$ cat src/rtl/fetch_mem_responder.sv
// Memory-side end of the fetch address interface: issues PC-controller addresses to an
// in-order instruction-memory bus and hands {pc, instruction} to decode, dropping stale fetches on flush.
module fetch_mem_responder #(
  parameter int unsigned size      = 32,
  parameter int unsigned DEPTH     = 2,
  parameter logic [31:0] NOP_INSTR = 32'h00000013
) (
  input  logic            clk,
  input  logic            reset,
  input  logic [size-1:0] inst_addr,
  input  logic            flush,
  input  logic            decode_stall,
  output logic            buble,
  output logic            instruction_valid,
  output logic [31:0]     instruction,
  output logic [size-1:0] instr_pc,
  output logic            mem_req_valid,
  output logic [size-1:0] mem_req_addr,
  input  logic            mem_req_ready,
  input  logic            mem_rsp_valid,
  input  logic [31:0]     mem_rsp_data
);

  localparam int unsigned PW = $clog2(DEPTH);
  localparam int unsigned CW = PW + 1;
  localparam logic [CW:0] LIMIT = (CW+1)'(DEPTH);

  logic [CW-1:0]   inflight;
  logic [CW-1:0]   drop_cnt;
  logic [CW-1:0]   fifo_count;
  logic [PW-1:0]   fifo_wr;
  logic [PW-1:0]   fifo_rd;
  logic [PW-1:0]   pcq_wr;
  logic [PW-1:0]   pcq_rd;
  logic [PW-1:0]   pcq_slot;
  logic [size-1:0] fifo_pc    [DEPTH];
  logic [31:0]     fifo_instr [DEPTH];
  logic [size-1:0] pcq        [DEPTH];

  logic            accept;
  logic            rsp_drop;
  logic            rsp_keep;
  logic            pop;
  logic [CW:0]     credit_used;

  assign instruction_valid = (fifo_count != '0);
  assign instruction       = instruction_valid ? fifo_instr[fifo_rd] : NOP_INSTR;
  assign instr_pc          = instruction_valid ? fifo_pc[fifo_rd] : '0;

  assign pop = instruction_valid & ~decode_stall & ~flush;

  // The head entry leaving this cycle frees its slot, so a 1-cycle memory can stream one per cycle.
  assign credit_used   = {1'b0, inflight} + {1'b0, fifo_count} - (CW+1)'(pop);
  assign mem_req_valid = reset & (credit_used < LIMIT);
  assign mem_req_addr  = inst_addr;
  assign accept        = mem_req_valid & mem_req_ready;
  assign buble         = ~accept;

  assign rsp_drop = mem_rsp_valid & (flush | (drop_cnt != '0));
  assign rsp_keep = mem_rsp_valid & ~rsp_drop;

  // A request accepted during flush is the corrected path: it lands in slot 0 of the cleared queue.
  assign pcq_slot = flush ? '0 : pcq_wr;

  always_ff @(posedge clk or negedge reset) begin
    if (!reset) begin
      inflight   <= '0;
      drop_cnt   <= '0;
      fifo_count <= '0;
      fifo_wr    <= '0;
      fifo_rd    <= '0;
      pcq_wr     <= '0;
      pcq_rd     <= '0;
    end else begin
      inflight <= inflight + CW'(accept) - CW'(mem_rsp_valid);

      if (flush)
        drop_cnt <= inflight - CW'(mem_rsp_valid);
      else if (rsp_drop)
        drop_cnt <= drop_cnt - CW'(1);

      if (flush) begin
        fifo_count <= '0;
        fifo_wr    <= '0;
        fifo_rd    <= '0;
        pcq_rd     <= '0;
        pcq_wr     <= PW'(accept);
      end else begin
        fifo_count <= fifo_count + CW'(rsp_keep) - CW'(pop);
        if (rsp_keep) fifo_wr <= fifo_wr + PW'(1);
        if (pop)      fifo_rd <= fifo_rd + PW'(1);
        if (accept)   pcq_wr  <= pcq_wr + PW'(1);
        if (rsp_keep) pcq_rd  <= pcq_rd + PW'(1);
      end
    end
  end

  always_ff @(posedge clk) begin
    if (accept)
      pcq[pcq_slot] <= inst_addr;
    if (rsp_keep) begin
      fifo_pc[fifo_wr]    <= pcq[pcq_rd];
      fifo_instr[fifo_wr] <= mem_rsp_data;
    end
  end

  rsp_needs_request: assert property (@(posedge clk) disable iff (!reset)
    mem_rsp_valid |-> (inflight != '0));

endmodule

$ cat config.mk
export PLATFORM = sky130hd
export DESIGN_NAME = fetch_mem_responder
export DESIGN_NICKNAME = d
export VERILOG_FILES = /design/src/rtl/fetch_mem_responder.sv
export SDC_FILE = /design/constraint.sdc
export NUM_CORES = 1
export LEC_CHECK = 0
export BUFFER_PORTS_ARGS = -buffer_cell sky130_fd_sc_hd__buf_2
export CAP_MARGIN = 20
export CORE_AREA = 3 3 148 150
export CTS_CLUSTER_DIAMETER = 150
export DETAILED_ROUTE_END_ITERATION = 8
export DIE_AREA = 0 0 151 153
export PLACE_DENSITY = 0.58
export SETUP_SLACK_MARGIN = 0.5
export SKIP_CTS_REPAIR_TIMING = 1
export SYNTH_ARGS = -nofsm -noshare
export SYNTH_HDL_FRONTEND = slang
export SYNTH_SLANG_ARGS = --single-unit
$ cat constraint.sdc
create_clock -name clk -period 5 [get_ports clk]
set_clock_uncertainty 0.05 [all_clocks]
set_input_delay 0.75 -clock clk [delete_from_list [all_inputs] [get_ports clk]]
set_output_delay 0.75 -clock clk [all_outputs]
set_load 0.02 [all_outputs]
==> flow_summary.rst <==
.. list-table::
   :header-rows: 1

   * - Metric
     - Value
   * - Synth-to-layout area growth
     - 19.1%
   * - Outcome
     - finished clean
   * - TritonCTS clock tree
     - yes
   * - Kind of start point of the critical path
     - primary input
   * - Total vias in the final route
     - 4129
   * - Cell Count, Final, Fillers Out
     - 902
   * - Measured slew at the worst slew-check pin
     - 0.943 ns
   * - Final setup viols
     - 0
   * - Sum of overflow across all layers after global routing
     - 0
   * - Number of unique standard cell types used by synthesis
     - 28
   * - Largest area contributor in the netlist
     - edfxtp_1
   * - Maximum clock path buffer count
     - 3
   * - Initial core utilization
     - 0.388
   * - Core box area
     - 20800 sq um
   * - Pwr per Cell Area
     - ~470 nW/um^2
   * - Required time worst endpoint
     - 4.20 ns
   * - Reg clk slew, reported paths
     - 0.06 ns
   * - Post-Route WL
     - 14.4 mm
   * - Placed Cells incl. Taps
     - between 800 and 900
   * - Crit path kind
     - in -> out
   * - Hold/Removal Path Class
     - in -> async
   * - Max VDD drop
     - slightly below 0.2 mV
   * - Sum of negative setup slack
     - 0 ns
   * - Final count of hold timing violations
     - 0
   * - # diodes
     - 0
   * - Post-Route M1 WL
     - 5.97 mm
   * - Cell area after synthesis
     - roughly 8000 sq um
   * - Post-synthesis sequential element count
     - 202
   * - Achievable clock frequency
     - between 200 and 300 MHz
   * - Clk_lat worst skew
     - 0.49 ns
   * - Row Count
     - 53
   * - Width of the chip
     - 151 um
   * - H-tree lvl count
     - 1
   * - Length of routed met2 wiring
     - 7.05 mm
   * - Post-synthesis net count
     - 547
   * - Root buffer selected by CTS
     - clkbuf_16
   * - Antenna violations before repair
     - 0
   * - Router iterations before antenna repair
     - 4
   * - Top layer used by detailed routing
     - met4
   * - Average detailed-routed wire length per instance
     - 16.0 um
   * - Half-perimeter wire length after placement
     - about 9.5 mm
   * - First DRT Iteration DRCs
     - 204
   * - Global-route wire length before repair
     - 22.5 mm
   * - Total DRC errors in the routed layout
     - 0
   * - Max capacitance violation total
     - 0
   * - Synth top area share
     - 0.713
   * - Max-slew violation total from the final report
     - 0
   * - Instance count of the mapped netlist
     - 468
   * - Share of final-layout standard cells stronger than drive strength 1
     - 0.346
   * - Period utilization
     - 0.724
   * - Number of nets still failing antenna checks after routing
     - 0
   * - Category of the worst setup path capture point
     - output port
   * - Max-slew headroom
     - 0.370
   * - Buffers on Ports
     - 168
   * - Num Clock Sinks
     - 202
   * - Post-synthesis average cell area
     - 17.3 sq um
   * - Filler instances
     - about 1800
   * - Global-route usage over all layers
     - 0.123
   * - Shortest clock period the worst path allows after layout
     - 3.62 ns
   * - WL met3
     - 1.01 mm
   * - Cell types occupying the most area after synthesis
     - edfxtp_1 (71%), mux2i_1 (8.1%), mux2_1 (4.5%)
   * - Overall die area
     - around 23000 sq um
   * - Placer congestion estimate
     - 0.742
   * - Maximum number of pins on one net before global-route repair
     - between 60 and 70
   * - Largest driver fanout on the critical path
     - 9
   * - Data arrival time of the worst path
     - 2.82 ns
   * - Boundary Pins
     - 169
   * - Clock buffer count from CTS
     - 21
   * - Sequential element share of the synthesized area
     - 0.744
   * - # nets final
     - slightly below 700
   * - Yosys warns
     - 0
   * - Avg Vias per Cell
     - 4.58
   * - Vias in the first global route
     - 4246
   * - Unrepaired setup endpoints after global routing
     - no
   * - Height of the die
     - roughly 150 um
   * - Total leakage power
     - 3.53 nW
[metrics by stage]
stage | instance area (sq um) | setup slack (ns) | hold WS (ns) | utilization | power [mW]
floorplan | 8090 | 0.665 | 0.404 | - | 2.81
global placement | 8920 | 1.17 | 0.479 | 0.429 | 3.03
detailed placement | 8920 | 1.04 | 0.490 | 0.429 | 3.05
CTS | 9620 | 1.37 | 0.0665 | 0.462 | 4.61
global route | 9620 | 1.23 | 0.0774 | 0.462 | 4.77
finish | 9620 | 1.38 | 0.0876 | 0.462 | 4.54
[Yosys cell counts]
library cell	number
ha_1	8
mux2_1	32
nand2_1	6
xor2_1	4
inv_2	1
a21oi_1	2
nor2_1	69
o31a_1	1
nor2b_1	2
buf_4	32
dfrtp_1	10
or3_1	1
mux2i_1	65
edfxtp_1	192
nand4_2	1
buf_6	4
clkbuf_4	1
o21ai_1	1
nor3_1	1
xnor2_1	6
buf_2	9
nor2b_2	1
nand2b_1	1
buf_12	5
fa_1	1
inv_1	10
and3_1	1
nand3_1	1
[per-layer routing]
metal,GRT usage,up-vias
met5,0,-
li1,-,1975
met4,0.0427,0
met1,0.156,1982
met2,0.209,143
met3,0.0237,29
[report_power, final]
group / total [mW] / switching [mW] / internal, mW
sequential: 2.14 / 0.0955 / 2.05
combinational: 0.850 / 0.529 / 0.321
clock: 1.54 / 0.615 / 0.929
[final cells by class]
cell class | instances | area, sq um | area share
flip-flops and latches | 202 | 6020 | 0.626
multi-input cells | 204 | 1630 | 0.169
repair buffers | 173 | 891 | 0.0926
clock buffers | 22 | 529 | 0.0550
well taps | 275 | 344 | 0.0358
clock inverters | 15 | 168 | 0.0174
inverters | 11 | 41.3 | 0.00429
[sequential cells by signal (all words and copies together), names as in the netlist]
name        flops
fifo_count      2
inflight        2
fifo_rd         1
drop_cnt        2
fifo_instr     64
fifo_wr         1
fifo_pc        64
pcq            64
pcq_wr          1
pcq_rd          1
[placed cells by master, fill, tap and decap left out, types with 2 or more instances in the layout]
cell type and instances:
clkinvlp_4 5, edfxtp_1 192, xnor2_1 6, nor2_4 4, dfrtp_1 8, ha_1 8, inv_6 2, inv_1 10
xor2_1 4, mux2i_1 65, nor2_1 65, clkbuf_16 21, nand2_1 6, mux2_1 32, buf_4 4, clkinv_2 3
buf_2 168, clkinv_1 2, nor2b_1 2, bufinv_16 3
[worst paths after layout]
check	startpoint	to	slack (ns)	depth (start not counted)
max in group asynchronous	reset	fifo_rd	4.56	1
min in group clk	mem_rsp_data[18]	fifo_instr[1][18]	0.40	1
hold reg to reg	pcq[0][31]	fifo_pc[0][31]	0.50	1
setup / recovery	flush	buble	1.38	8
setup reg to reg	fifo_count[0]	pcq[0][22]	1.57	9
hold / removal	reset	fifo_count[0]	0.09	1
[logic make-up after synthesis]
kind of cell	synth area share
and+or+nand+nor	0.0426
DFF	0.744
muxes	0.125
adders and majority gates	0.0149
AOI/OAI and AO/OA	0.00294
buffers and inverters	0.0593
xor gates and xnor gates	0.0108
[worst max-delay path, cell delays in order]
cell	delay [ns]
buf_2	0.16
nor3_1	0.31
ha_1	0.29
nand2b_1	0.15
fa_1	0.38
xor2_1	0.24
nand4_2	0.27
buf_2	0.25
(Power assumes the default switching activity.)
